$ cat config.mk
export PLATFORM = sky130hd
export DESIGN_NAME = des_iter
export DESIGN_NICKNAME = d
export VERILOG_FILES = /design/src/rtl/des_pkg.sv /design/src/rtl/des_round.sv /design/src/rtl/des_iter.sv
export SDC_FILE = /design/constraint.sdc
export NUM_CORES = 1
export LEC_CHECK = 0
export BUFFER_PORTS_ARGS = -buffer_cell sky130_fd_sc_hd__clkbuf_2
export CAP_MARGIN = 20
export CORE_ASPECT_RATIO = 1.1
export CORE_MARGIN = 2
export CORE_UTILIZATION = 35
export CTS_CLUSTER_DIAMETER = 50
export CTS_CLUSTER_SIZE = 10
export DETAILED_ROUTE_END_ITERATION = 10
export GPL_ROUTABILITY_DRIVEN = 0
export PLACE_DENSITY = 0.81
export SYNTH_ARGS = -nofsm -noshare
export SYNTH_HDL_FRONTEND = slang
export SYNTH_SLANG_ARGS = --single-unit
$ cat constraint.sdc
create_clock -name clk_i -period 1.7 [get_ports clk_i]
set_input_delay 0.255 -clock clk_i [delete_from_list [all_inputs] [get_ports clk_i]]
set_output_delay 0.255 -clock clk_i [all_outputs]
set_load 0.005 [all_outputs]
$ cat src/rtl/des_pkg.sv
// DES tables and pure helper functions shared by the iterative core and its round.
// Vectors are [N-1:0] with the MSB holding FIPS bit 1.
package des_pkg;

  typedef enum logic {IDLE = 1'b0, CRYPT = 1'b1} state_t;

  localparam int IP_T [64] = '{
    58, 50, 42, 34, 26, 18, 10, 2, 60, 52, 44, 36, 28, 20, 12, 4,
    62, 54, 46, 38, 30, 22, 14, 6, 64, 56, 48, 40, 32, 24, 16, 8,
    57, 49, 41, 33, 25, 17,  9, 1, 59, 51, 43, 35, 27, 19, 11, 3,
    61, 53, 45, 37, 29, 21, 13, 5, 63, 55, 47, 39, 31, 23, 15, 7};

  localparam int FP_T [64] = '{
    40, 8, 48, 16, 56, 24, 64, 32, 39, 7, 47, 15, 55, 23, 63, 31,
    38, 6, 46, 14, 54, 22, 62, 30, 37, 5, 45, 13, 53, 21, 61, 29,
    36, 4, 44, 12, 52, 20, 60, 28, 35, 3, 43, 11, 51, 19, 59, 27,
    34, 2, 42, 10, 50, 18, 58, 26, 33, 1, 41,  9, 49, 17, 57, 25};

  localparam int E_T [48] = '{
    32,  1,  2,  3,  4,  5,  4,  5,  6,  7,  8,  9,
     8,  9, 10, 11, 12, 13, 12, 13, 14, 15, 16, 17,
    16, 17, 18, 19, 20, 21, 20, 21, 22, 23, 24, 25,
    24, 25, 26, 27, 28, 29, 28, 29, 30, 31, 32,  1};

  localparam int P_T [32] = '{
    16,  7, 20, 21, 29, 12, 28, 17,  1, 15, 23, 26,  5, 18, 31, 10,
     2,  8, 24, 14, 32, 27,  3,  9, 19, 13, 30,  6, 22, 11,  4, 25};

  localparam int PC1_T [56] = '{
    57, 49, 41, 33, 25, 17,  9,  1, 58, 50, 42, 34, 26, 18,
    10,  2, 59, 51, 43, 35, 27, 19, 11,  3, 60, 52, 44, 36,
    63, 55, 47, 39, 31, 23, 15,  7, 62, 54, 46, 38, 30, 22,
    14,  6, 61, 53, 45, 37, 29, 21, 13,  5, 28, 20, 12,  4};

  localparam int PC2_T [48] = '{
    14, 17, 11, 24,  1,  5,  3, 28, 15,  6, 21, 10,
    23, 19, 12,  4, 26,  8, 16,  7, 27, 20, 13,  2,
    41, 52, 31, 37, 47, 55, 30, 40, 51, 45, 33, 48,
    44, 49, 39, 56, 34, 53, 46, 42, 50, 36, 29, 32};

  // Each S-box is 64 nibbles, entry (row*16 + col) with the first entry in the top nibble.
  localparam logic [255:0] SBOX_T [8] = '{
    256'hE4D12FB83A6C5907_0F74E2D1A6CB9538_41E8D62BFC973A50_FC8249175B3EA06D,
    256'hF18E6B34972DC05A_3D47F28EC01A69B5_0E7BA4D158C6932F_D8A13F42B67C05E9,
    256'hA09E63F51DC7B428_D709346A285ECBF1_D6498F30B12C5AE7_1AD069874FE3B52C,
    256'h7DE3069A1285BC4F_D8B56F03472C1AE9_A690CB7DF13E5284_3F06A1D8945BC72E,
    256'h2C417AB6853FD0E9_EB2C47D150FA3986_421BAD78F9C5630E_B8C71E2D6F09A453,
    256'hC1AF92680D34E75B_AF427C9561DE0B38_9EF528C3704A1DB6_432C95FABE17608D,
    256'h4B2EF08D3C975A61_D0B7491AE35C2F86_14BDC37EAF680592_6BD814A7950FE23C,
    256'hD2846FB1A93E50C7_1FD8A374C56B0E92_7B419CE206ADF358_21E74A8DFC90356B};

  localparam int SHIFT_T [16] = '{1, 1, 2, 2, 2, 2, 2, 2, 1, 2, 2, 2, 2, 2, 2, 1};

  function automatic logic [63:0] ip(input logic [63:0] x);
    logic [63:0] y;
    for (int i = 0; i < 64; i++) y[6'(63 - i)] = x[6'(64 - IP_T[i])];
    return y;
  endfunction

  function automatic logic [63:0] fp(input logic [63:0] x);
    logic [63:0] y;
    for (int i = 0; i < 64; i++) y[6'(63 - i)] = x[6'(64 - FP_T[i])];
    return y;
  endfunction

  function automatic logic [55:0] pc1(input logic [63:0] x);
    logic [55:0] y;
    for (int i = 0; i < 56; i++) y[6'(55 - i)] = x[6'(64 - PC1_T[i])];
    return y;
  endfunction

  function automatic logic [47:0] pc2(input logic [55:0] x);
    logic [47:0] y;
    for (int i = 0; i < 48; i++) y[6'(47 - i)] = x[6'(56 - PC2_T[i])];
    return y;
  endfunction

  function automatic logic [47:0] expand(input logic [31:0] x);
    logic [47:0] y;
    for (int i = 0; i < 48; i++) y[6'(47 - i)] = x[5'(32 - E_T[i])];
    return y;
  endfunction

  function automatic logic [31:0] perm_p(input logic [31:0] x);
    logic [31:0] y;
    for (int i = 0; i < 32; i++) y[5'(31 - i)] = x[5'(32 - P_T[i])];
    return y;
  endfunction

  function automatic logic [31:0] f(input logic [31:0] r, input logic [47:0] k);
    logic [47:0] x;
    logic [31:0] s_out;
    logic [5:0]  six;
    logic [5:0]  idx;
    x     = expand(r) ^ k;
    s_out = '0;
    for (int s = 0; s < 8; s++) begin
      six = x[6'(47 - 6 * s) -: 6];
      idx = {six[5], six[0], six[4:1]};
      s_out[5'(31 - 4 * s) -: 4] = SBOX_T[3'(s)][8'(255 - 4 * idx) -: 4];
    end
    return perm_p(s_out);
  endfunction

  function automatic logic [27:0] rotl28(input logic [27:0] x, input logic [1:0] n);
    logic [27:0] y;
    case (n)
      2'd1:    y = {x[26:0], x[27]};
      2'd2:    y = {x[25:0], x[27:26]};
      default: y = x;
    endcase
    return y;
  endfunction

  function automatic logic [27:0] rotr28(input logic [27:0] x, input logic [1:0] n);
    logic [27:0] y;
    case (n)
      2'd1:    y = {x[0], x[27:1]};
      2'd2:    y = {x[1:0], x[27:2]};
      default: y = x;
    endcase
    return y;
  endfunction

endpackage

$ cat src/rtl/des_round.sv
// One combinational DES Feistel round including the C/D rotation for its subkey.
module des_round
  import des_pkg::*;
(
  input  logic [31:0] l,
  input  logic [31:0] r,
  input  logic [27:0] c,
  input  logic [27:0] d,
  input  logic        mode,
  input  logic [3:0]  round,
  output logic [31:0] l_nx,
  output logic [31:0] r_nx,
  output logic [27:0] c_nx,
  output logic [27:0] d_nx
);

  logic [3:0]  rev_idx;
  logic [1:0]  shift;
  logic [47:0] subkey;

  // Decrypt walks the schedule backwards: C/D after PC1 already equal C16/D16,
  // so round 0 uses them as-is and later rounds undo shift (16 - round).
  always_comb begin
    rev_idx = 4'd0 - round;
    shift   = 2'(SHIFT_T[round]);
    c_nx    = rotl28(c, shift);
    d_nx    = rotl28(d, shift);
    if (mode) begin
      shift = (round == 4'd0) ? 2'd0 : 2'(SHIFT_T[rev_idx]);
      c_nx  = rotr28(c, shift);
      d_nx  = rotr28(d, shift);
    end
  end

  assign subkey = pc2({c_nx, d_nx});
  assign l_nx   = r;
  assign r_nx   = l ^ f(r, subkey);

endmodule

$ cat src/rtl/des_iter.sv
// Iterative DES core: ROUNDS_PER_CYC Feistel rounds per clock (legal 1, 2, 4),
// one block in flight, result announced by a one-cycle valid_o pulse.
module des_iter
  import des_pkg::*;
#(
  parameter int ROUNDS_PER_CYC = 1
) (
  input  logic        clk_i,
  input  logic        reset_i,
  input  logic        mode_i,
  input  logic [63:0] key_i,
  input  logic [63:0] data_i,
  input  logic        valid_i,
  output logic        accept_o,
  output logic [63:0] data_o,
  output logic        valid_o,
  output logic        dbg_state_o
);

  localparam logic [3:0] STEP = 4'(ROUNDS_PER_CYC);
  localparam logic [3:0] LAST = 4'(16 - ROUNDS_PER_CYC);

  state_t      state, state_nx;
  logic [3:0]  cnt;
  logic [31:0] l_q, r_q;
  logic [27:0] c_q, d_q;
  logic        mode_q;
  logic        take;
  logic [63:0] ip_blk;
  logic [55:0] pc1_key;

  logic [31:0] l_ch [ROUNDS_PER_CYC+1];
  logic [31:0] r_ch [ROUNDS_PER_CYC+1];
  logic [27:0] c_ch [ROUNDS_PER_CYC+1];
  logic [27:0] d_ch [ROUNDS_PER_CYC+1];

  // Handshake: a block transfers on any rising edge with valid_i && accept_o;
  // accept_o comes from the registered state only, never from valid_i.
  assign accept_o    = (state == IDLE);
  assign dbg_state_o = state;
  assign take        = valid_i && accept_o;
  assign ip_blk      = ip(data_i);
  assign pc1_key     = pc1(key_i);

  assign l_ch[0] = l_q;
  assign r_ch[0] = r_q;
  assign c_ch[0] = c_q;
  assign d_ch[0] = d_q;

  for (genvar g = 0; g < ROUNDS_PER_CYC; g++) begin : g_round
    des_round u_round (
      .l     (l_ch[g]),
      .r     (r_ch[g]),
      .c     (c_ch[g]),
      .d     (d_ch[g]),
      .mode  (mode_q),
      .round (cnt + 4'(g)),
      .l_nx  (l_ch[g+1]),
      .r_nx  (r_ch[g+1]),
      .c_nx  (c_ch[g+1]),
      .d_nx  (d_ch[g+1])
    );
  end

  always_ff @(posedge clk_i or posedge reset_i) begin
    if (reset_i) state <= IDLE;
    else         state <= state_nx;
  end

  always_comb begin
    state_nx = state;
    case (state)
      IDLE:    if (valid_i) state_nx = CRYPT;
      CRYPT:   if (cnt == LAST) state_nx = IDLE;
      default: state_nx = IDLE;
    endcase
  end

  always_ff @(posedge clk_i or posedge reset_i) begin
    if (reset_i) begin
      cnt     <= '0;
      l_q     <= '0;
      r_q     <= '0;
      c_q     <= '0;
      d_q     <= '0;
      mode_q  <= 1'b0;
      data_o  <= '0;
      valid_o <= 1'b0;
    end else begin
      valid_o <= 1'b0;
      if (take) begin
        {l_q, r_q} <= ip_blk;
        {c_q, d_q} <= pc1_key;
        mode_q     <= mode_i;
        cnt        <= '0;
      end else if (state == CRYPT) begin
        l_q <= l_ch[ROUNDS_PER_CYC];
        r_q <= r_ch[ROUNDS_PER_CYC];
        c_q <= c_ch[ROUNDS_PER_CYC];
        d_q <= d_ch[ROUNDS_PER_CYC];
        cnt <= cnt + STEP;
        if (cnt == LAST) begin
          data_o  <= fp({r_ch[ROUNDS_PER_CYC], l_ch[ROUNDS_PER_CYC]});
          valid_o <= 1'b1;
        end
      end
    end
  end

endmodule

==> Flow_metrics.wiki <==
{| class="wikitable"
! Metric !! Value
|-
| Adder-Cell Fraction of Synth Area || less than 1%
|-
| Count of mapped cells out of synthesis || 190
|-
| Post-detailed-placement half-perimeter wirelength || roughly 2.4 mm
|-
| Count of yosys warnings during synthesis || 0
|-
| Die span in y || around 80 um
|-
| Final period utilization || 81.6%
|-
| Dominant cells by area after synthesis || dfrtp_1, buf_4, nand2_1
|-
| Critical-path cell with the highest stage delay || dfrtp_1
|-
| Crit. End Element || output pin
|-
| Final hold violation count || 0
|-
| Crit path required time || approximately 1.4 ns
|-
| Switching power summed over all nets || 0.000768 W
|-
| Dominant register cell in the synthesized netlist || dfrtp_1
|-
| Clock power share || 29.9%
|-
| Simple logic cell fraction of the synthesized area || roughly 16%
|-
| Most frequent cells after synthesis || nand2_1, buf_4, dfrtp_1, nor2_1, mux2i_1
|-
| Total routing resource utilization after global routing || 12.0%
|-
| Endpoints failing setup || 0
|-
| Ant diodes || 0
|-
| Pin count of the biggest net entering global routing || 39
|-
| Highest fanout seen on the critical path || 12
|-
| Switching Fraction || between 30% and 40%
|-
| Worst path max stage delay || just over 0.6 ns
|-
| Clock latency at the later pin of the worst-skew pair || just under 0.3 ns
|-
| Total grt overflow || 0
|-
| Dominant cell by count in the synthesized netlist || nand2_1
|-
| Sequential-to-total area share from yosys stat || ~50%
|-
| Count of fill cells added during filler insertion || roughly 510
|-
| TritonCTS sink count || 38
|-
| Count of distinct cell types in the synthesized netlist || 19
|-
| Number of setup buffers added after CTS || 0
|-
| Number of enable flip-flop cells after synthesis || 0
|-
| Cell Area, Synth || 1870 sq um
|-
| Power share of the sequential group || roughly half
|-
| Post-cts resize count || 0
|-
| Arr. time, crit path || 1.13 ns
|-
| Deepest clock path buffer count || 2
|-
| Largest family of logic cells by synthesized area || buffers and inverters
|-
| Startpoint class of the critical path || register
|-
| RSZ-0062 raised after global routing || no
|-
| Async SR Flop Fraction || 100%
|-
| Root buffer cell || clkbuf_8
|-
| Floorplan die area || roughly 5900 sq um
|-
| Initial Util || between 30% and 40%
|-
| I/O pins || approximately 200
|-
| Antenna violations before repair || 0
|-
| Vias after detailed routing || approximately 1,200
|-
| Standard cell core area || 5070 sq um
|-
| Largest clock skew in the final design || 0.00407 ns
|-
| Synth area leader || dfrtp_1
|-
| Final slew viol count || 0
|-
| Ratio of cells with drive above 1 in the final layout || 23.1%
|-
| Number of maximum-capacitance violations || 0
|-
| Hold buffer count at cts || 0
|-
| Buffers on Ports || 37
|-
| Number of global-route vias before repair || ~1,200
|-
| Remaining antenna violation count || 0
|-
| Detailed-routing iteration count for the pre-antenna-repair pass || 4
|-
| WS Path Type || reg2out
|-
| Site Rows || 27
|-
| Combinational power share || a little over a fifth
|-
| Pwr dens || 1230 nW/um^2
|-
| Post-synth top area share || just over 50%
|-
| WL/cell || 11.4 um
|-
| Compound-Gate Fraction of Synth Area || 1.27%
|-
| Sum of routed wire length over all layers || approximately 3.3 mm
|-
| Layout overhead on the synthesized area || 9.91%
|-
| Wire length of the first global-routing pass || roughly 5.4 mm
|-
| Max Fclk || approximately 0.72 GHz
|-
| CTS tree || built
|-
| Num CTS Buffers || 5
|-
| Via/cell ratio || 4.12
|-
| Depth of the CTS H-tree || 2
|-
| Xor/xnor cell area share of the yosys netlist || less than 1%
|-
| Leakage power of the design || about 1.2 nW
|-
| DRC violation count after routing || 0
|-
| Final critical path time including I/O delays and setup || roughly 1.4 ns
|-
| Final design utilization || 40.5%
|-
| Worst min-delay path class || in2async
|-
| Flip-flop and latch count after synthesis || 38
|-
| Fraction of synthesized area in multiplexers || 8.57%
|-
| Final sum of negative setup slack || 0 ns
|-
| Layout Nets || roughly 370
|-
| Die width || between 70 and 80 um
|-
| Detailed router's first-iteration violation count || 30
|-
| Avg Synthesized Cell Area || 9.84 sq um
|-
| Internal power contribution || around 0.0017 W
|-
| VDD IR max || roughly 440 uV
|-
| Post-CTS clock slew at the launch and capture registers of the worst setup and hold paths || about 0.08 ns
|-
| Result of the run || finished clean
|-
| Cell breakdown of the critical path || inv_2 -> clkbuf_2
|}
power groups by stage:
stage                     clock network (W)  logic [W]  registers, W
final                              0.000754   0.000543       0.00122
after global routing               0.000812   0.000633       0.00125
after CTS                          0.000779   0.000555       0.00122
after detailed placement                  0   0.000550       0.00124
after global placement                    0   0.000534       0.00123
after floorplan                           0   0.000441       0.00120
metrics by stage:
stage,power (W),worst slack (ns),instances,hold slack [ns],instance area [sq um]
floorplan,0.00165,0.453,237,0.411,2050
global placement,0.00176,0.386,284,0.385,1950
detailed placement,0.00179,0.314,284,0.375,1950
CTS,0.00255,0.284,292,0.0563,2050
global route,0.00269,0.206,292,0.0932,2050
finish,0.00252,0.313,292,0.0465,2050
cell usage in the layout, fill, tap and decap left out, drive strengths merged:
cell type	count
nand2	50
conb	48
clkbuf	42
dfrtp	38
nor2	18
mux2i	16
buf	6
clkinv	3
o21ai	3
nand4	2
inv	2
nand2b	1
nand3	1
xnor2	1
a22o	1
ha	1
bufinv	1
area by class of cell:
cell class	count	area (sq um)	area share, %
multi-input cells	142	679	33.1
repair buffers	43	230	11.2
well taps	58	72.6	3.53
inverters	3	12.5	0.609
clock buffers	5	68.8	3.35
flip-flops and latches	38	951	46.3
clock inverters	3	40.0	1.95
critical path: cells and delay by family (launching register included):
kind                   cells  cell delay [ns]
DFF                        1             0.62
buffers and inverters      2             0.22
layer usage:
metal | part of all wire [%] | up-vias | GRT usage, % | routed length, um
met5 | 0 | - | 0 | 0
met2 | 48 | 58 | 17.8 | 1590
met1 | 45 | 559 | 16.0 | 1510
li1 | - | 583 | - | -
met3 | 5.1 | 4 | 2.51 | 170
met4 | 1.7 | 0 | 7.09 | 55
state kept, by name, indices dropped and copies added, names as in the netlist:
signal / flops
r_q: 16
valid_o: 1
dbg_state_o: 1
cnt: 4
data_o: 16
worst paths after layout:
check                                         end  depth (start not counted)  slack (ns)             startpoint
hold reg to reg            data_o[27]$_DFFE_PP0P_                          2        0.47    r_q[12]$_DFFE_PP0P_
hold / removal                 r_q[7]$_DFFE_PP0P_                          3        0.05                reset_i
setup reg to reg            data_o[1]$_DFFE_PP0P_                          5        0.33     cnt[0]$_DFFE_PP0P_
setup / recovery                         accept_o                          2        0.31  dbg_state_o$_DFF_PP0_
min in group clk_i            r_q[14]$_DFFE_PP0P_                          3        0.21             data_i[11]
max in group asynchronous      r_q[5]$_DFFE_PP0P_                          3        1.32                reset_i
kinds of logic after synthesis:
| logic type | after synthesis |
|---|---|
| and+or+nand+nor | 72 |
| buffers and inverters | 57 |
| DFF | 38 |
| muxes | 16 |
| AOI/OAI and AO/OA | 4 |
| adders and majority gates | 1 |
| other | 1 |
| xor gates and xnor gates | 1 |
No activity file was read; power rests on OpenSTA's default activity.
